`src/rtl/serial_byte_subtractor.sv`:
```
// serial_byte_subtractor: LSB-first multi-byte unsigned subtract with a held borrow and whole-word zero detect.
// Latency: 1 cycle from accepted beat to output register; sustains one beat per cycle.
// Backpressure: in_ready = !out_valid || out_ready; a stalled output freezes borrow, zero accumulator and state.
module serial_byte_subtractor #(
    parameter int W = 8
) (
    input  logic         clk,
    input  logic         rst,
    input  logic         in_valid,
    output logic         in_ready,
    input  logic         in_first,
    input  logic         in_last,
    input  logic [W-1:0] minuend,
    input  logic [W-1:0] subtrahend,
    output logic         out_valid,
    input  logic         out_ready,
    output logic [W-1:0] out_diff,
    output logic         out_last,
    output logic         out_borrow,
    output logic         out_zero,
    output logic         out_err
);

    typedef enum logic {
        IDLE = 1'b0,
        BUSY = 1'b1
    } state_t;

    state_t         state;
    state_t         state_nxt;
    logic           borrow_q;
    logic           zacc_q;

    logic           accept;
    logic           start_beat;
    logic           frame_err;
    logic           bin;
    logic [W:0]     sub_res;
    logic [W-1:0]   diff_nxt;
    logic           borrow_nxt;
    logic           zacc_nxt;

    assign in_ready = !out_valid || out_ready;
    assign accept   = in_valid && in_ready;

    // A first-flagged beat mid-word abandons the word, so it restarts exactly like an idle start.
    always_comb begin
        start_beat = 1'b1;
        frame_err  = 1'b0;
        state_nxt  = state;
        case (state)
            IDLE: begin
                start_beat = 1'b1;
                frame_err  = !in_first;
            end
            BUSY: begin
                start_beat = in_first;
                frame_err  = in_first;
            end
            default: begin
                start_beat = 1'b1;
                frame_err  = 1'b0;
            end
        endcase

        bin        = start_beat ? 1'b0 : borrow_q;
        sub_res    = {1'b0, minuend} - {1'b0, subtrahend} - {{W{1'b0}}, bin};
        diff_nxt   = sub_res[W-1:0];
        borrow_nxt = sub_res[W];
        zacc_nxt   = (start_beat ? 1'b1 : zacc_q) & (diff_nxt == '0);

        if (accept) begin
            state_nxt = in_last ? IDLE : BUSY;
        end
    end

    always_ff @(posedge clk or posedge rst) begin
        if (rst) begin
            state <= IDLE;
        end else begin
            state <= state_nxt;
        end
    end

    always_ff @(posedge clk or posedge rst) begin
        if (rst) begin
            out_valid  <= 1'b0;
            out_diff   <= '0;
            out_last   <= 1'b0;
            out_borrow <= 1'b0;
            out_zero   <= 1'b0;
            out_err    <= 1'b0;
            borrow_q   <= 1'b0;
            zacc_q     <= 1'b1;
        end else if (accept) begin
            out_valid  <= 1'b1;
            out_diff   <= diff_nxt;
            out_last   <= in_last;
            out_borrow <= borrow_nxt;
            out_zero   <= zacc_nxt;
            out_err    <= frame_err;
            borrow_q   <= borrow_nxt;
            zacc_q     <= zacc_nxt;
        end else if (out_ready) begin
            out_valid  <= 1'b0;
        end
    end

endmodule

```
`config.mk`:
```
export PLATFORM = sky130hd
export DESIGN_NAME = serial_byte_subtractor
export DESIGN_NICKNAME = d
export VERILOG_FILES = /design/src/rtl/serial_byte_subtractor.sv
export SDC_FILE = /design/constraint.sdc
export NUM_CORES = 1
export LEC_CHECK = 0
export ABC_CLOCK_PERIOD_IN_PS = 2600
export BUFFER_PORTS_ARGS = -buffer_cell sky130_fd_sc_hd__buf_2
export CAP_MARGIN = 20
export CORE_ASPECT_RATIO = 0.7
export CORE_MARGIN = 1.5
export CORE_UTILIZATION = 25
export CTS_CLUSTER_SIZE = 25
export DETAILED_ROUTE_END_ITERATION = 8
export GPL_TIMING_DRIVEN = 0
export SYNTH_ARGS = -nofsm -noshare
export SYNTH_HDL_FRONTEND = slang
export SYNTH_SLANG_ARGS = --single-unit
```
`constraint.sdc`:
```
create_clock -name clk -period 2.6 [get_ports clk]
set_input_delay 0.65 -clock clk [delete_from_list [all_inputs] [get_ports clk]]
set_output_delay 0.65 -clock clk [all_outputs]
set_load 0.01 [all_outputs]
```
* Word-level counts from Yosys, hierarchy flattened
Index checks and enable logic that the tools add are counted.
** Storage, ports and cells
- Flip-flop bits (word level) :: 15
- Output and inout bits :: 14
- Word-level logic and storage cells :: 25
- Bits of input ports :: 22
** Cells by class
- Add/sub/neg operators :: 2
- Reductions and logical operators :: 6
- Mux-type cells :: 7
- Bitwise logic cells :: 2
** Operators with widths (count)
- subtractor 8 x 8 -> 9 bit :: 1
- subtractor 9 x 1 -> 9 bit :: 1
- zero test 8 bit :: 1
- 2-to-1 mux 1 bit :: 5
- case mux 1 bit (2 select lines) :: 2
- zero test 1 bit :: 2
- nonzero test 2 bit :: 1
- AND 1 bit :: 1
- logical AND 1 bit :: 1
- logical OR 1 bit :: 1
- inverter 1 bit :: 1

* Longest topological paths before layout
- Word-level depth :: 6
- Gate-level depth with buffers :: 11
- Mapped depth without buffers :: 11

* Least setup slack after synthesis
No wires, ideal clock.
- Path type :: input port to flip-flop
- Start :: input port in_first
- End :: register zacc_q
- Arrival :: 2.573 ns
- Path slack :: -0.063 ns
- Cell stages on the path :: 10
- Required time :: 2.511 ns
- Library setup time :: 0.089 ns
- Path buffers :: 0
- Cells stage by stage :: inv_1 > ha_1 > nand2_1 > fa_1 > fa_1 > nand2b_1 > nand4_1 > a2111oi_1 > o2111ai_1 > o32ai_2
** Between the ends
- Cells in the longest elaborated chain, start to end :: 5
- Elaborated cells between the ends (all ways) :: 6
- Those cells by class :: add/sub: 1; mux: 3; bitwise: 1; reduce/logical: 1
** Ends and longest elaborated chain
- start, declared :: RTL line 11 : input logic in_first,
- case mux 1 bit (2 select lines) * :: RTL line 51 : case (state)
- 2-to-1 mux 1 bit :: RTL line 66 : bin = start_beat ? 1'b0 : borrow_q;
- subtractor 9 x 1 -> 9 bit :: RTL line 67 : sub_res = {1'b0, minuend} - {1'b0, subtrahend} - {{W{1'b0}}, bin};
- zero test 8 bit :: RTL line 70 : zacc_nxt = (start_beat ? 1'b1 : zacc_q) & (diff_nxt == '0);
- AND 1 bit * :: RTL line 70
- end signal, assigned :: RTL line 103 : zacc_q <= zacc_nxt;
- end, declared :: RTL line 32 : logic zacc_q;
Every way passes the cells marked *; elsewhere a longest branch is shown, timed or not.
A chain may end at the register's enable or synchronous reset.

* Final worst setup path
Same ends and word-level chain as after synthesis.

==> out/qor.yml <==
routing:
  routedWlPerCell_um: 10.5
  vias_per_cell: 4.35
  wl_mm: 2.31
  drt-pass1-iter-count: 4
  drt_iter0_drc: 32
  ant_nets: 0
  route.vias.total: 956
  drc_errors: 0
timing:
  layout_min_cycle_time_ns: 2.55
  setup_slack_ns: 0.0473
  rsz0062_at_grt: "true"
  fmaxAchievable_mhz: 392
  setup_viol: 0
  clock-skew-final_ns: 0.00806
  fin_setup_tns_ns: 0
  slew_headroom_pct: 61.5
  post-route-period-util_pct: 98.2
  final_hold_viol_count: 0
  worst_slew_pin_slew_ns: 0.577
  finalMaxSlewViolations: 0
final_layout:
  final_common_cell: "buf_2"
  ff_latch_area_um2: 377
  fillers: 477
  postLayoutCoreUtil_pct: 34.9
  layout-drive-gt1-share_pct: 35.2
  stdcell_count: 220
  multiInputGateArea_um2: 719
  nets: 205
  area_delta_synth_final_pct: 34.9
  diodes: 0
  final_cell_mix: "buf_2, inv_1, nand2_1"
synthesis:
  ys.warnings.count: 0
  synthesis.nets: 164
  synth-seq-cells: 15
  syn-mean-instance-area_um2: 8.92
  postSynthCellCount: 125
  netlist_top_cells_area: "dfrtp_1, ha_1, inv_1"
  synth_area_leader_cell: "dfrtp_1"
  ys_seq_area_share_pct: 33.8
  syn_area_mm2: 0.00111
  synth_top_cell_area_share_pct: 31.4
  synth_cell_types: 31
critical_path:
  r2r_cells: 9
  slowest_stage: "fa_2"
  max_stage_delay_ns: 0.36
  start_kind: "primary input"
  critPathKind: "primary input to flip-flop"
  timing.rr.start: "state$_DFFE_PP0P_"
  crit_start: "in_first"
  r2r_setup_slack_ns: 0.17
  path_cells: "buf_6 -> inv_4 -> ha_4 -> nand2_2 -> fa_2 -> fa_2 -> nand2b_1 -> a21oi_1 -> xor2_1 -> o2111ai_2 -> o32ai_2"
  end_kind: "flip-flop"
  timing.rr.end: "zacc_q$_DFFE_PP1P_"
  critical_path_arrival_ns: 2.71
  cp_max_fo: 3
  required_ns: 2.76
  critical_path.most_common_cell: "fa_2"
placement:
  place_ws_ns: -0.365
  place_congestion: 0.709
  place_hpwl_mm: 1.95
  dpl.cell_count: 215
  io_buffers: 35
clock_tree:
  cts_max_level: 1
  cts_buffers: 3
  cts_tree: "done"
  clk-insertion-delay-late_ns: 0.25
  cts_buffer_depth: 2
  clk_pin_slew_ns: 0.06
  cts_root_buf: "clkbuf_8"
  clock-sinks: 15
power:
  vdd_drop_max_mv: 0.293
  p_per_area_mw_per_mm2: 569
  p_total_uw: 855
  leakage_nw: 0.760
floorplan:
  die_y_um: 58.9
  fp-row-count: 20
  die_w_um: 82.8
  dieArea_mm2: 0.00488
  initial_utilization_pct: 25.9
  io_pins: 36
  core_area_mm2: 0.00430
grt:
  grt_pass1_wl_mm: 4.01
  antenna_found_initial: 0
  grtUsageTotal_pct: 10.3
  overflow: 0
  grt_max_degree: 16
  grt_pass1_vias: 912
flow_run:
  maxCapViolations: 0
worst_hold_path:
  min_path_type: "primary input to async pin"
outcome:
  outcome: "complete, no violations"
-- Yosys cell counts, drive strengths merged --
master / instances
mux2: 2
dfstp: 1
nand4: 2
o21a: 1
o31ai: 2
fa: 2
inv: 25
nor2b: 1
xnor2: 3
o32ai: 1
xor2: 2
a31oi: 2
o211ai: 3
a21o: 2
nand2: 19
o2111ai: 1
dfrtp: 14
ha: 15
and3b: 1
a21boi: 1
clkbuf: 2
a21oi: 4
a2111oi: 3
nand2b: 4
o21ai: 6
and2: 1
or3: 1
nor2: 4
-- worst max path at each step --
stage	depth (start not counted)	end	slack [ns]
2_1_floorplan	11	out_diff[5]$_DFFE_PP0P_	-0.004
3_3_place_gp	11	out_zero$_DFFE_PP0P_	-0.29
3_5_place_dp	11	out_zero$_DFFE_PP0P_	-0.36
4_1_cts	11	out_zero$_DFFE_PP0P_	0.00007
5_1_grt	11	zacc_q$_DFFE_PP1P_	-0.06
6_report	11	zacc_q$_DFFE_PP1P_	0.05
-- sequential cells by signal, summed over array words and instances (netlist names) --
name and cells:
borrow_q 1, out_err 1, state 1, out_valid 1
out_last 1, out_diff 8, out_zero 1, zacc_q 1
-- timing repair --
item,4_1_cts,5_1_grt
hold buffers,0,0
buffers inserted,1,0
gates resized for setup,2,11
pin swaps,5,5
setup endpoints to repair,2,5
-- cells by family (layout without fill, tap and decap cells) --
group / Yosys count / after routing / share of synthesized area, %
compound gates: 26 / 26 / 16.9
xor+xnor: 5 / 5 / 3.93
fa+ha+maj: 17 / 17 / 20.4
buf+inv: 27 / 67 / 9.09
flops: 15 / 15 / 33.8
mux: 2 / 2 / 2.02
simple gates: 33 / 33 / 13.8
-- per-stage QoR --
| step | area, um2 | hold slack, ns |
|---|---|---|
| floorplan | 1140 | 0.492 |
| global placement | 1380 | 0.457 |
| detailed placement | 1380 | 0.465 |
| CTS | 1450 | 0.464 |
| global route | 1500 | 0.501 |
| finish | 1500 | 0.447 |
-- power breakdown --
| part | switching, mW | total (mW) | internal, mW |
|---|---|---|---|
| combinational | 0.190 | 0.355 | 0.165 |
| sequential | 0.0304 | 0.313 | 0.283 |
| clock | 0.0811 | 0.187 | 0.106 |
| total | 0.301 | 0.855 | 0.554 |
-- final cells by class --
type | instances | area share (%)
clock inverters | 1 | 0.333
clock buffers | 3 | 2.75
repair buffers | 36 | 12.6
plain buffers | 2 | 0.499
multi-input cells | 83 | 47.8
flip-flops and latches | 15 | 25.0
inverters | 25 | 6.41
well taps | 55 | 4.58
-- worst max-delay path, delay by kind of cell --
kind | cells | cell delay (ns)
AO/OA/AOI/OAI | 3 | 0.60
XOR/XNOR | 1 | 0.22
adder cells (fa/ha/maj) | 3 | 0.84
buffers and inverters | 2 | 0.14
AND/OR/NAND/NOR | 2 | 0.26
-- routing by layer --
layer	wire [um]	GRT usage [%]
met1	1260	14.7
met2	916	15.9
met3	135	3.65
met4	0	0.714
met5	0	0
Power figures use the tool's default switching activity.
